## src/rtl/ddfs_pkg.sv

```systemverilog
// Shared definitions for the DDFS channel configuration scheduler.
// Holds the default widths, the channel index encodings and the
// scheduler FSM state encoding.
package ddfs_pkg;

    localparam int N_CH = 3;
    localparam int FW_W = 7;
    localparam int FC_W = 3;

    localparam logic [1:0] CH_A = 2'd0;
    localparam logic [1:0] CH_B = 2'd1;
    localparam logic [1:0] CH_C = 2'd2;

    typedef enum logic [1:0] {
        ST_IDLE  = 2'd0,
        ST_ISSUE = 2'd1,
        ST_WAIT  = 2'd2,
        ST_SYNC  = 2'd3
    } state_t;

endpackage

```

## src/rtl/ddfs_channel_cfg_scheduler_cfg_timeout_counter.sv

```systemverilog
// Handshake timeout counter for the config bus.
// Counts cycles while enabled and raises expire when it holds TIMEOUT-1.
// It saturates there until cleared.
// Ports:
//   clk, rst_n : clock, asynchronous active-low reset
//   clr        : synchronous clear (has priority over en)
//   en         : count enable
//   expire     : counter currently at TIMEOUT-1
module cfg_timeout_counter #(
    parameter int TIMEOUT = 64
) (
    input  logic clk,
    input  logic rst_n,
    input  logic clr,
    input  logic en,
    output logic expire
);

    localparam int CW = (TIMEOUT > 2) ? $clog2(TIMEOUT) : 1;

    logic [CW-1:0] cnt;

    assign expire = (cnt == CW'(TIMEOUT - 1));

    always_ff @(posedge clk or negedge rst_n) begin
        if (!rst_n) begin
            cnt <= '0;
        end else if (clr) begin
            cnt <= '0;
        end else if (en && !expire) begin
            cnt <= cnt + 1'b1;
        end
    end

endmodule

```

## src/rtl/ddfs_channel_cfg_scheduler.sv

```systemverilog
// DDFS channel configuration scheduler.
// A commit captures a frequency word, a frequency control and a channel mask.
// The selected channels are then written one at a time, lowest index first,
// over a shared valid/ready config bus. A phase_sync pulse follows when at
// least one write succeeded. A commit arriving while busy is held in a
// one-deep pending slot, where a later commit overwrites it.
// Ports:
//   clk, rst_n            : clock, asynchronous active-low reset
//   commit, fw_in, fc_in,
//   sel_mask              : request and its payload
//   cfg_valid, cfg_ch,
//   cfg_fw, cfg_fc,
//   cfg_ready             : shared config bus handshake
//   phase_sync, done      : one-cycle end-of-sequence pulses
//   busy                  : sequence in progress
//   err_timeout           : sticky per-channel timeout flags
//   active_fw, active_fc  : last successfully written values per channel
module ddfs_channel_cfg_scheduler #(
    parameter int N_CH    = ddfs_pkg::N_CH,
    parameter int FW_W    = ddfs_pkg::FW_W,
    parameter int FC_W    = ddfs_pkg::FC_W,
    parameter int TIMEOUT = 64
) (
    input  logic                 clk,
    input  logic                 rst_n,
    input  logic                 commit,
    input  logic [FW_W-1:0]      fw_in,
    input  logic [FC_W-1:0]      fc_in,
    input  logic [N_CH-1:0]      sel_mask,
    output logic                 cfg_valid,
    output logic [1:0]           cfg_ch,
    output logic [FW_W-1:0]      cfg_fw,
    output logic [FC_W-1:0]      cfg_fc,
    input  logic                 cfg_ready,
    output logic                 phase_sync,
    output logic                 busy,
    output logic                 done,
    output logic [N_CH-1:0]      err_timeout,
    output logic [N_CH*FW_W-1:0] active_fw,
    output logic [N_CH*FC_W-1:0] active_fc
);

    import ddfs_pkg::*;

    state_t          state, state_nxt;
    logic [FW_W-1:0] cur_fw, pend_fw, sync_fw;
    logic [FC_W-1:0] cur_fc, pend_fc, sync_fc;
    logic [N_CH-1:0] rem_mask, pend_mask, sync_mask, onehot, rem_next;
    logic            pend_vld, ok_any;
    logic [1:0]      ch_sel;
    logic            xfer, expire, cnt_exp, chan_end, start_idle, start_sync;

    // Lowest set bit of the remaining mask picks the channel on the bus.
    always_comb begin
        ch_sel = CH_A;
        for (int i = N_CH - 1; i >= 0; i--) begin
            if (rem_mask[i]) ch_sel = 2'(i);
        end
    end

    assign onehot   = N_CH'(1) << ch_sel;
    assign rem_next = rem_mask & ~onehot;

    assign cfg_valid  = (state == ST_ISSUE) || (state == ST_WAIT);
    assign cfg_ch     = ch_sel;
    assign cfg_fw     = cur_fw;
    assign cfg_fc     = cur_fc;
    assign busy       = (state != ST_IDLE);
    assign done       = (state == ST_SYNC);
    assign phase_sync = (state == ST_SYNC) && ok_any;

    assign xfer     = cfg_valid && cfg_ready;
    assign expire   = cfg_valid && !cfg_ready && cnt_exp;
    assign chan_end = xfer || expire;

    assign start_idle = (state == ST_IDLE) && commit && (|sel_mask);

    // A commit in the SYNC cycle takes precedence over the pending slot,
    // since it would have overwritten it anyway.
    assign sync_fw    = commit ? fw_in : pend_fw;
    assign sync_fc    = commit ? fc_in : pend_fc;
    assign sync_mask  = commit ? sel_mask : pend_mask;
    assign start_sync = (commit || pend_vld) && (|sync_mask);

    // The counter is held clear outside a channel slot and at each channel
    // boundary, so every slot (including ISSUE) begins at zero.
    cfg_timeout_counter #(
        .TIMEOUT (TIMEOUT)
    ) u_timeout (
        .clk    (clk),
        .rst_n  (rst_n),
        .clr    (!cfg_valid || chan_end),
        .en     (cfg_valid),
        .expire (cnt_exp)
    );

    always_comb begin
        state_nxt = state;
        case (state)
            ST_IDLE: begin
                if (start_idle) state_nxt = ST_ISSUE;
            end
            ST_ISSUE, ST_WAIT: begin
                if (chan_end) state_nxt = (|rem_next) ? ST_WAIT : ST_SYNC;
                else          state_nxt = ST_WAIT;
            end
            ST_SYNC: begin
                state_nxt = start_sync ? ST_ISSUE : ST_IDLE;
            end
            default: state_nxt = ST_IDLE;
        endcase
    end

    always_ff @(posedge clk or negedge rst_n) begin
        if (!rst_n) state <= ST_IDLE;
        else        state <= state_nxt;
    end

    always_ff @(posedge clk or negedge rst_n) begin
        if (!rst_n) begin
            cur_fw      <= '0;
            cur_fc      <= '0;
            rem_mask    <= '0;
            ok_any      <= 1'b0;
            err_timeout <= '0;
            active_fw   <= '0;
            active_fc   <= '0;
            pend_vld    <= 1'b0;
            pend_fw     <= '0;
            pend_fc     <= '0;
            pend_mask   <= '0;
        end else begin
            if (start_idle) begin
                cur_fw      <= fw_in;
                cur_fc      <= fc_in;
                rem_mask    <= sel_mask;
                ok_any      <= 1'b0;
                err_timeout <= '0;
            end else if ((state == ST_SYNC) && start_sync) begin
                cur_fw      <= sync_fw;
                cur_fc      <= sync_fc;
                rem_mask    <= sync_mask;
                ok_any      <= 1'b0;
                err_timeout <= '0;
            end else if (chan_end) begin
                rem_mask <= rem_next;
                if (xfer) begin
                    active_fw[int'(ch_sel)*FW_W +: FW_W] <= cur_fw;
                    active_fc[int'(ch_sel)*FC_W +: FC_W] <= cur_fc;
                    ok_any <= 1'b1;
                end else begin
                    err_timeout[ch_sel] <= 1'b1;
                end
            end

            // The slot is consumed or discarded at SYNC either way.
            if (state == ST_SYNC) begin
                pend_vld <= 1'b0;
            end else if (commit && (state != ST_IDLE)) begin
                pend_vld  <= 1'b1;
                pend_fw   <= fw_in;
                pend_fc   <= fc_in;
                pend_mask <= sel_mask;
            end
        end
    end

endmodule

```

## config.mk

```make
export PLATFORM = sky130hd
export DESIGN_NAME = ddfs_channel_cfg_scheduler
export DESIGN_NICKNAME = d
export VERILOG_FILES = /design/src/rtl/ddfs_pkg.sv /design/src/rtl/ddfs_channel_cfg_scheduler_cfg_timeout_counter.sv /design/src/rtl/ddfs_channel_cfg_scheduler.sv
export SDC_FILE = /design/constraint.sdc
export NUM_CORES = 1
export LEC_CHECK = 0
export CELL_PAD_IN_SITES_DETAIL_PLACEMENT = 1
export CELL_PAD_IN_SITES_GLOBAL_PLACEMENT = 1
export CORE_ASPECT_RATIO = 1.25
export CORE_MARGIN = 2
export CORE_UTILIZATION = 40
export CTS_CLUSTER_SIZE = 8
export DETAILED_ROUTE_END_ITERATION = 8
export GPL_ROUTABILITY_DRIVEN = 1
export PLACE_DENSITY = 0.88
export SYNTH_ARGS = -nofsm -noshare
export SYNTH_HDL_FRONTEND = slang
export SYNTH_HIERARCHICAL = 1
export SYNTH_SLANG_ARGS = --single-unit
export TNS_END_PERCENT = 100
```

## constraint.sdc

```tcl
create_clock -name clk -period 6.8 [get_ports clk]
set_clock_uncertainty 0.15 [all_clocks]
set_input_delay 2.04 -clock clk [delete_from_list [all_inputs] [get_ports clk]]
set_output_delay 2.04 -clock clk [all_outputs]
set_load 0.005 [all_outputs]
```

==> flow_metrics.py <==
metrics = {
    "sta": {
        "grt_setup_unrepaired": "no",
        "count_of_endpoints_failing_hold_in_the_final_timing_report": 0,
        "minimum_clock_period_ns": 4.78,
        "slew_headroom_pct": 33.1,
        "maxSlewViolCount": 0,
        "finalSetupViolCount": 0,
        "timing.final.crit_share_pct": 70.2,
        "setup_tns_ns": 0,
        "clock.fmax_ghz": 0.209,
        "fin_ws_ns": 2.02,
        "worst_max_slew_pin_slew_ns": 1.00,
    },
    "power": {
        "total_power_divided_by_cell_area_nw_per_um2": 494,
        "worst_vdd_drop_v": 0.000241,
        "power.static_leakage_nw": 1.72,
    },
    "cts": {
        "cts.hold.buffers_added": 0,
        "clock_path_buffers": 2,
        "clock_pin_slew_of_the_registers_on_the_worst_case_setup_and_hold_paths_ns": 0.08,
        "ctsRootBufferMaster": "sky130_fd_sc_hd__clkbuf_8",
        "cts.repair.resized": 0,
        "clock_latency_ns": 0.35,
        "post_cts.repair.setup_buffers": 0,
        "tritoncts_num_sinks": 69,
        "htree_levels": 3,
        "numCtsBuffers": 9,
        "tritoncts": "built",
    },
    "placement": {
        "detailed_place.area_um2": 3860,
        "place.gp.congestion": 0.776,
        "worst_setup_slack_before_clock_tree_synthesis_ns": 1.66,
        "io_buffer_count": 65,
        "dp.final_hpwl_mm": 5.69,
    },
    "routing": {
        "routed_via_density": 5.42,
        "totalWireLength_mm": 8.00,
        "detail_route.drc_violations": 0,
        "drt_pass_1_iters": 4,
        "avgRoutedWirePerCell_um": 19.4,
        "route.antenna.remaining_nets": 0,
        "dr_total_vias": 2232,
        "drt_iter0_drc": 92,
    },
    "synth": {
        "synth_top_family_by_area": "multiplexers",
        "yosys.area_share.adder_pct": 1.53,
        "muxShareOfSynthArea_pct": 21.3,
        "synth_enable_flop_cells": 0,
        "synth.most_common_cell": "sky130_fd_sc_hd__dfrtp_1",
        "synth_sequential_area_ratio_pct": 55.4,
        "yosys.area_share.xor_xnor_pct": 0,
        "compound_cell_area_share_of_the_yosys_netlist_pct": 9.72,
        "dominantRegCellSynth": "sky130_fd_sc_hd__dfrtp_1",
        "synth_nets": 264,
        "synth.cells.most_frequent": "sky130_fd_sc_hd__dfrtp_1 (69), sky130_fd_sc_hd__mux2_2 (34), sky130_fd_sc_hd__nor2_1 (19)",
        "postSynthRegisterBits": 69,
        "synth_largest_area_cell": "sky130_fd_sc_hd__dfrtp_1",
        "synth_cell_area_um2": 3110,
        "post_synth_num_cell_types": 42,
        "syn-instance-count": 244,
        "post_synth.cell_area_avg_um2": 12.8,
        "ys_top_cells_by_area": "sky130_fd_sc_hd__dfrtp_1 (55%), sky130_fd_sc_hd__mux2_2 (12%), sky130_fd_sc_hd__mux2_4 (4.8%)",
        "yosys_top_cell_area_share_pct": 55.4,
        "ys.warnings.count": 6,
        "synth_simple_gate_area_share_pct": 8.96,
        "synth-async-reset-ratio_pct": 100,
    },
    "floorplanning": {
        "floorplan.core_area_um2": 7660,
        "die_h_um": 103,
        "core.rowCount": 36,
        "start_util_pct": 40.7,
        "dieWidth_um": 82.9,
        "die_area_um2": 8510,
        "top_level_ports": 66,
    },
    "finish": {
        "nets": 333,
        "postLayoutCoreUtil_pct": 53.2,
        "layout-drive-gt1-share_pct": 22.4,
        "fillerInstances": 783,
        "antenna_cells": 0,
        "postLayoutCellArea_um2": 4070,
        "areaGrowthSynthToFinish_pct": 30.8,
    },
    "worst_setup_path": {
        "timing.critical_path.from": "commit",
        "crit_required_ns": 6.89,
        "regToRegEndpoint": "active_fw[1]",
        "crit_arrival_ns": 4.87,
        "worstSetupStartpointType": "input pin",
        "worst-setup-path-type": "in2reg",
        "path_max_fanout": 21,
        "timing.rr.start": "state[0]",
        "critPathCaptureType": "flop",
        "worst_setup_path_endpoint": "active_fw[1]",
        "timing.reg2reg.setup_slack_ns": 4.04,
        "reg2regPathDepth": 5,
    },
    "global_route": {
        "grt.overflow.total": 0,
        "globalRouteTotalUtil_pct": 19.5,
        "antenna_found_initial": 0,
        "grt_first_pass_wirelength_mm": 12.9,
        "pin_count_of_the_biggest_net_entering_global_routing": 70,
        "grt_pass1_vias": 2390,
    },
    "outcome": {
        "status": "complete, no violations",
    },
    "hold_path": {
        "min_delay_path_class": "reg2reg",
    },
    "flow_run": {
        "timing.max_cap.violations": 0,
    },
}
-- power breakdown --
part	total (mW)	switching (mW)	internal (mW)	leakage, nW
clock	0.360	0.156	0.204	0.101
sequential	0.759	0.155	0.604	0.820
combinational	0.894	0.373	0.521	0.796
total	2.01	0.684	1.33	1.72
-- metal layers --
layer,GRT usage (%),wire (µm),vias to the layer above
li1,-,-,1022
met1,23.4,3410,1150
met2,34.6,4210,49
met3,5.04,246,11
met4,6.68,129,0
met5,0,0,-
-- worst min path at each step --
stage                       from           end  slack (ns)  cells after the start
floorplan                 ok_any        ok_any        0.31                      2
global placement          ok_any        ok_any        0.33                      2
detailed placement  active_fc[5]  active_fc[5]        0.34                      1
CTS                       ok_any        ok_any        0.35                      2
global route              ok_any        ok_any        0.37                      2
finish                    ok_any        ok_any        0.35                      2
-- critical path: stages --
cell                              delay [ns]
sky130_fd_sc_hd__clkdlybuf4s50_1        1.13
sky130_fd_sc_hd__nand3b_1               0.26
sky130_fd_sc_hd__o21ai_2                0.15
sky130_fd_sc_hd__or4b_1                 0.86
sky130_fd_sc_hd__mux2_4                 0.41
-- cells by family after synthesis --
group,Yosys count
muxes,57
buffers and inverters,19
and+or+nand+nor,51
adders and majority gates,4
AOI/OAI and AO/OA,44
DFF,69
-- layout make-up --
class                   instances  area, µm²  area share (%)
multi-input cells             156       1310            32.2
repair buffers                 69        676            16.6
clock buffers                   9        124            3.04
clock inverters                 6       88.8            2.18
flip-flops and latches         69       1730            42.4
well taps                      95        119            2.92
inverters                       8       30.0           0.737
-- sequential cells by signal, indices dropped and copies added, names as in the netlist --
| signal | flops |
|---|---|
| active_fc | 9 |
| active_fw | 21 |
| cfg_fc | 3 |
| cfg_fw | 7 |
| err_timeout | 3 |
| ok_any | 1 |
| pend_fc | 3 |
| pend_fw | 7 |
| pend_mask | 3 |
| pend_vld | 1 |
| rem_mask | 3 |
| state | 2 |
| u_timeout/cnt | 6 |
-- metrics by stage --
step,hold slack (ns),std cells,power [mW]
floorplan,0.305,244,1.19
global placement,0.326,397,1.58
detailed placement,0.345,397,1.66
CTS,0.355,412,2.04
global route,0.375,412,2.14
finish,0.355,412,2.01
-- layout by cell type, fill, tap and decap left out, drive strengths merged --
| cell | count |
|---|---|
| o31a | 2 |
| o21bai | 2 |
| a221o | 1 |
| mux2i | 13 |
| nor2 | 19 |
| o31ai | 2 |
| nand4 | 2 |
| dfrtp | 69 |
| o21ai | 6 |
| nand4b | 2 |
| nand3b | 1 |
| o311a | 2 |
| nand3 | 3 |
| maj3 | 1 |
| and2 | 1 |
| bufinv | 2 |
| o21a | 1 |
| inv | 8 |
| a211oi | 1 |
| nor4b | 2 |
| or4b | 1 |
| ha | 3 |
| nor2b | 2 |
| nand2 | 7 |
| o311ai | 2 |
| clkbuf | 9 |
| o211ai | 4 |
| and3 | 2 |
| buf | 5 |
| clkinv | 2 |
| clkdlybuf4s50 | 64 |
| a21oi | 18 |
| nor3b | 4 |
| a41oi | 1 |
| a31oi | 2 |
| mux2 | 44 |
| nor3 | 5 |
| clkinvlp | 2 |
Power figures use the tool's default switching activity.
